<file path="config.mk">
export PLATFORM = sky130hd
export DESIGN_NAME = ring_freq_meter
export DESIGN_NICKNAME = d
export VERILOG_FILES = /design/src/rtl/ring_freq_meter.sv
export SDC_FILE = /design/constraint.sdc
export NUM_CORES = 1
export LEC_CHECK = 0
export ABC_AREA = 1
export BUFFER_PORTS_ARGS = -buffer_cell sky130_fd_sc_hd__clkbuf_2
export CAP_MARGIN = 40
export CORE_UTILIZATION = 30
export CTS_CLUSTER_SIZE = 14
export DETAILED_ROUTE_END_ITERATION = 8
export SETUP_SLACK_MARGIN = 0.15
export SKIP_CTS_REPAIR_TIMING = 1
export SLEW_MARGIN = 20
export SYNTH_ARGS = -nofsm -noshare
export SYNTH_HDL_FRONTEND = slang
export SYNTH_SLANG_ARGS = --single-unit
export TNS_END_PERCENT = 10
</file>
<file path="constraint.sdc">
create_clock -name clk -period 3.39 [get_ports clk]
set_input_delay 0.678 -clock clk [delete_from_list [all_inputs] [get_ports clk]]
set_output_delay 0.678 -clock clk [all_outputs]
set_load 0.005 [all_outputs]
</file>
<file path="src/rtl/ring_freq_meter.sv">
// Ring-oscillator frequency meter: synchronises osc_in, counts its rising edges
// over a fixed window of clk cycles and publishes a held result with a valid pulse.
module ring_freq_meter #(
    parameter int unsigned GATE_CYCLES = 1024,
    parameter int unsigned CNT_W       = 16,
    parameter int unsigned SYNC_STAGES = 2
) (
    input  logic             clk,
    input  logic             rst,
    input  logic             osc_in,
    input  logic             enable,
    input  logic             start,
    input  logic             continuous,
    output logic [CNT_W-1:0] count_out,
    output logic             valid,
    output logic             busy,
    output logic             overflow
);

    localparam int unsigned SETTLE_CYCLES = SYNC_STAGES + 1;
    localparam int unsigned TMR_MAX       = (GATE_CYCLES > SETTLE_CYCLES) ? GATE_CYCLES : SETTLE_CYCLES;
    localparam int unsigned TMR_W         = $clog2(TMR_MAX);
    localparam logic [CNT_W-1:0] ACC_MAX  = {CNT_W{1'b1}};

    typedef enum logic [1:0] {
        IDLE   = 2'd0,
        SETTLE = 2'd1,
        GATE   = 2'd2,
        DONE   = 2'd3
    } state_t;

    state_t                 state_q;
    logic [SYNC_STAGES-1:0] sync_q;
    logic                   prev_q;
    logic [CNT_W-1:0]       acc_q;
    logic                   sat_q;
    logic [TMR_W-1:0]       tmr_q;
    logic                   sync_s_c;
    logic                   rise_c;

    assign sync_s_c = sync_q[SYNC_STAGES-1];
    assign rise_c   = sync_s_c & ~prev_q;

    // busy stays high through the cycle in which the result is presented
    always_ff @(posedge clk) begin
        if (rst) begin
            state_q   <= IDLE;
            sync_q    <= '0;
            prev_q    <= 1'b0;
            acc_q     <= '0;
            sat_q     <= 1'b0;
            tmr_q     <= '0;
            count_out <= '0;
            valid     <= 1'b0;
            busy      <= 1'b0;
            overflow  <= 1'b0;
        end else begin
            sync_q <= {sync_q[SYNC_STAGES-2:0], osc_in};
            prev_q <= sync_s_c;
            valid  <= 1'b0;

            case (state_q)
                IDLE: begin
                    busy <= enable & start;
                    if (enable && start) begin
                        state_q <= SETTLE;
                        tmr_q   <= TMR_W'(SETTLE_CYCLES - 1);
                        acc_q   <= '0;
                        sat_q   <= 1'b0;
                    end
                end

                // stale synchroniser contents are flushed here without counting
                SETTLE: begin
                    if (!enable) begin
                        state_q <= IDLE;
                        busy    <= 1'b0;
                    end else if (tmr_q == '0) begin
                        state_q <= GATE;
                        tmr_q   <= TMR_W'(GATE_CYCLES - 1);
                    end else begin
                        tmr_q <= tmr_q - TMR_W'(1);
                    end
                end

                GATE: begin
                    if (!enable) begin
                        state_q <= IDLE;
                        busy    <= 1'b0;
                    end else begin
                        if (rise_c) begin
                            if (acc_q == ACC_MAX) begin
                                sat_q <= 1'b1;
                            end else begin
                                acc_q <= acc_q + CNT_W'(1);
                            end
                        end
                        if (tmr_q == '0) begin
                            state_q <= DONE;
                        end else begin
                            tmr_q <= tmr_q - TMR_W'(1);
                        end
                    end
                end

                // result is always published, even if enable falls this cycle
                DONE: begin
                    count_out <= acc_q;
                    overflow  <= sat_q;
                    valid     <= 1'b1;
                    if (enable && continuous) begin
                        state_q <= GATE;
                        tmr_q   <= TMR_W'(GATE_CYCLES - 1);
                        acc_q   <= '0;
                        sat_q   <= 1'b0;
                    end else begin
                        state_q <= IDLE;
                    end
                end

                default: begin
                    state_q <= IDLE;
                    busy    <= 1'b0;
                end
            endcase
        end
    end

endmodule

</file>
Yosys cells after proc, flatten, opt, wreduce, memory -nomap -nowiden

Index checks and enable logic that the tools add are counted.

$add $sub $neg: 2
Equal/unequal tests: 15
Multiplexer cells: 29
Bitwise logic cells: 3
Reduce and logical (&&, ||, !) cells: 12

Operator list:

| kind                                                                  | count |
|---|---|
| 16-bit two-way mux                                                    | 5 |
| 10-bit two-way mux                                                    | 6 |
| 16-bit one-hot mux with 3 select lines                                | 1 |
| 10-bit one-hot mux with 4 select lines                                | 1 |
| 2-bit inequality test (second input constant)                         | 9 |
| 16-bit by 1-bit adder with 16-bit output (second input constant)      | 1 |
| 16-bit == test (second input constant)                                | 1 |
| 2-bit two-way mux                                                     | 6 |
| 6-bit AND reduction                                                   | 2 |
| 10-bit zero test                                                      | 1 |
| 10-bit by 1-bit subtractor with 10-bit output (second input constant) | 1 |
| 2-bit one-hot mux with 4 select lines                                 | 1 |
| 1-bit two-way mux                                                     | 7 |
| 3-bit inequality test (second input constant)                         | 2 |
| 5-bit AND reduction                                                   | 1 |
| 2-bit == test (second input constant)                                 | 2 |
| 1-bit one-hot mux with 3 select lines                                 | 1 |
| 3-bit AND reduction                                                   | 1 |
| 3-bit nonzero test                                                    | 1 |
| 1-bit bitwise AND                                                     | 2 |
| 2-bit by 1-bit == test with 1-bit output (second input constant)      | 1 |
| 1-bit logical AND                                                     | 2 |
| 2-bit zero test                                                       | 1 |
| 1-bit one-hot mux with 2 select lines                                 | 1 |
| 4 further kinds                                                       | 4 |

Flip-flop bits (word level): 51
Input bits: 6
Output and inout port bits: 19
Logic and storage cells: 71

Longest topological paths before layout

Word-level depth: 5
Depth in mapped cells: 12
Depth with buffers taken out: 12

Least setup slack after synthesis

No wires, ideal clock.

Path type: flip-flop to flip-flop
Start point: register state_q[0]
End point: register acc_q[5]
Library setup time: 0.064 ns
Data arrival time: 1.675 ns
Required time: 3.326 ns
Setup slack: 1.651 ns
Cell stages (with the launch flop): 12
Path buffers: 2
Clock period less this slack: 1.739 ns
Cell sequence: dfxtp_1 inv_1 ha_1 buf_6 inv_2 nor2_1 nor3_4 nand2_4 buf_4 o21bai_1 inv_1 nor2_1

Longest elaborated chain between the ends: 3
Elaborated cells on any way between the ends: 11
Classes of those cells: eq/ne (7); mux (1); reduce/logical (3)

Ends and longest elaborated chain:

| what                                                                         | RTL line | source |
|---|---|---|
| start, declared                                                              | 32       | `state_t state_q;` |
| start signal, assigned                                                       | 47       | `state_q <= IDLE;` |
| start signal, assigned                                                       | 66       | `state_q <= SETTLE;` |
| start signal, assigned                                                       | 76       | `state_q <= IDLE;` |
| 2-bit == test / 2-bit zero test (equally long branches)                      | 62       | `case (state_q)` |
| 2-bit inequality test (no line) / 3-bit nonzero test (equally long branches) | --       |  |
| 6-bit AND reduction (no line)                                                | --       |  |
| end signal, assigned                                                         | 95       | `acc_q <= acc_q + CNT_W'(1);` |
| end, declared                                                                | 35       | `logic [CNT_W-1:0] acc_q;` |

Several ways; a longest one is shown, not always the timed one.
A chain may end at the register's enable or synchronous reset.

Worst setup path after layout

Start point: register state_q[0]
End point: register acc_q[3]

Same word-level chain as after synthesis.

==> impl_results.md <==
- Pwr Total: 1.479 mW
- Cell at the root of the clock tree: clkbuf_8
- Crit path depth: 8
- Netlist Area Pre-Place: 0.002639 mm2
- Diodes inserted: 0
- Clock tree from TritonCTS: done
- Skew-Pair Late Insertion Delay: 300 ps
- Synth Area in Compound Gates: 0.1238
- Max stage delay on crit path: 510 ps
- FF-to-FF Start: state_q[0]$_SDFFE_PP0P_
- Worst hold endpoint: sync_q[1]$_SDFF_PP0_
- Area Growth Syn to Fin: 11.43%
- Flip-flop and latch area: 0.001021 mm2
- Most frequent CP cell: a21oi_1
- CP max-delay cell: a21oi_1
- Hold Startpoint: sync_q[0]$_SDFF_PP0_
- Post-route ant nets: 0
- Yosys warns: 0
- Sequential share of the synthesized area: 0.3869
- Htree depth: 2
- Core ar.: 0.008382 mm2
- Worst reg2reg path endpoint: acc_q[3]$_SDFFE_PP0P_
- R2r setup slk: 1220 ps
- DRC viols: 0
- Via count of the first global-routing pass: 2,177
- Die X: 95.79 um
- DR pass1 iterations: 4
- R2R cell count: 8
- Commonest non-fill, non-tap cell in the layout: nand2_1
- Layout cells sized above 1: 0.1069
- Placed cell area: 0.002838 mm2
- Die H: 95.79 um
- Gate Count Post-Synth: 400
- Tmin final: 2173 ps
- Final core occ: 0.3508
- Worst Setup Slack, final: 1217 ps
- Class of the most critical setup path: flip-flop to flip-flop
- Slew @ Worst Pin: 625.4 ps
- Post-DP HPWL: 4278 um
- Worst-path clk slew: 90 ps
- First-pass GRT wire length: 9970 um
- FMAX: 460.3 MHz
- Buffers on Ports: 24
- Initial Util: 0.3148
- Worst hold path class: flip-flop to flip-flop
- DR vias: 2,473
- Via density per instance: 4.702
- Pwr Density: 503.0 mW/mm2
- Nets@finish: 433
- Setup_tns: 0 ps
- Peak VDD IR: 223.9 uV
- Worst Path Required: 3630 ps
- Unrepaired setup endpoints after global routing: false
- Adder-cell share of the synthesized area: 0.02845
- # clock sinks: 51
- Crit end category: flip-flop
- Hold Path Stages: 2
- GRT overflow: 0
- Crit-path max FO: 10
- Synth Area in Simple Gates: 0.3665
- Clock Path Buffers: 2
- Count of unique library cells instantiated by Yosys: 32
- Slew Limit Fails: 0
- Fin crit share: 0.6409
- Multi-input gate area: 0.001413 mm2
- First-iteration detailed-routing DRC count: 141
- Main combinational cell family by area after synthesis: simple AND/OR/NAND/NOR gates
- Cell chain of the critical path: inv_1, ha_1, inv_2, nor2_1, nor3_4, a21oi_1, nand2_1, a21oi_1
- Fillers: 921
- Final Hold Slack: 402.7 ps
- Buf/Inv on CP: 2
- Avg Cell Area, Syn: 6.597 um2
- Most frequent cells in the layout: nand2_1, nor2_1, dfxtp_1
- I/O pins: 25
- Max Cap Viol: 0
- Initial antenna violation count: 0
- Worst clock skew: 9.274 ps
- Critical path arrival: 2410 ps
- CTS Buf Count: 5
- WL/cell: 11.20 um
- Post-Synth XOR/XNOR Area: 0.01660
- Post-route cell area: 0.002940 mm2
- RD Place Congestion: 0.8206
- Die area: 0.009175 mm2
- Final Non-Filler Cells: 526
- Largest net degree at the start of global routing: 28
- Final Hold Vio Count: 0
- Slew headroom: 0.5831
- Startpoint types: flip-flop
- Worst Setup SP: state_q[0]$_SDFFE_PP0P_
- Setup violations, final: 0
- Mux cell area share after synthesis: 0
- #FFs+latches synth: 51
- Row count: 33
- Place WS: 1145 ps
- Post-Place Cells: 519
- Total GRT Usage: 0.1379
- Pleak: 1.247 nW
- Total Wirelength: 5889 um
- Syn Nets: 412
- Kind of cell adding the most delay to the critical path: compound AO/OA/AOI/OAI gates
- Status: finished, final reports clean
registers in the layout, indices dropped and copies added (netlist names):
register   count
overflow       1
sync_q         2
sat_q          1
acc_q         16
count_out     16
prev_q         1
tmr_q         10
valid          1
state_q        2
busy           1
how the worst max path moves through the flow:
stage	endpoint	slack [ps]
global placement	acc_q[3]$_SDFFE_PP0P_	1210
floorplan	acc_q[5]$_SDFFE_PP0P_	1650
global route	acc_q[5]$_SDFFE_PP0P_	890
detailed placement	acc_q[3]$_SDFFE_PP0P_	1140
finish	acc_q[3]$_SDFFE_PP0P_	1220
CTS	acc_q[3]$_SDFFE_PP0P_	1130
per-layer routing:
layer	routed length, um	GRT usage	vias up
met2	2721	0.2268	41
met3	210	0.02686	5
met5	0	0	-
met4	42	0.03109	0
li1	-	-	1312
met1	2915	0.1861	1115
cell usage after synthesis (all sizes together):
cell / count / area [um2]
a211oi: 1 / 7.510
a21boi: 1 / 7.510
a21oi: 33 / 165.2
and2: 2 / 12.51
buf: 4 / 33.78
clkbuf: 7 / 26.28
dfxtp: 51 / 1021
ha: 6 / 75.07
inv: 38 / 145.1
nand2: 107 / 426.7
nand3: 28 / 140.1
nand4: 5 / 31.28
nor2: 79 / 311.5
nor3: 4 / 31.28
nor3b: 1 / 7.510
o211ai: 1 / 7.510
o21a: 1 / 7.510
o21ai: 22 / 110.1
o21bai: 2 / 15.01
o22ai: 1 / 6.260
or2: 1 / 6.260
xnor2: 2 / 17.52
xor2: 3 / 26.28
cells by family (layout without fill, tap and decap cells):
logic type               Yosys count  after routing
AND/OR/NAND/NOR                  227            227
AO/OA/AOI/OAI                     62             62
flip-flops                        51             51
buffers and inverters             49             70
adder cells (fa/ha/maj)            6              6
XOR/XNOR                           5              5
final cells by class:
type,instances,share of cell area
multi-input cells,300,0.4804
repair buffers,25,0.04340
clock inverters,1,0.01021
inverters,38,0.04936
well taps,105,0.04468
flip-flops and latches,51,0.3472
clock buffers,6,0.02468
worst min-delay path, delay by kind of cell, from the launching register on:
kind                   cells  cell delay [ps]
DFF                        1              300
buffers and inverters      1               40
and+or+nand+nor            1               30
power by group:
group | total, mW | internal [mW] | switching (mW)
Sequential | 0.658 | 0.629 | 0.0286
Clock | 0.409 | 0.217 | 0.193
Combinational | 0.412 | 0.139 | 0.273
No activity file was read; power rests on OpenSTA's default activity.
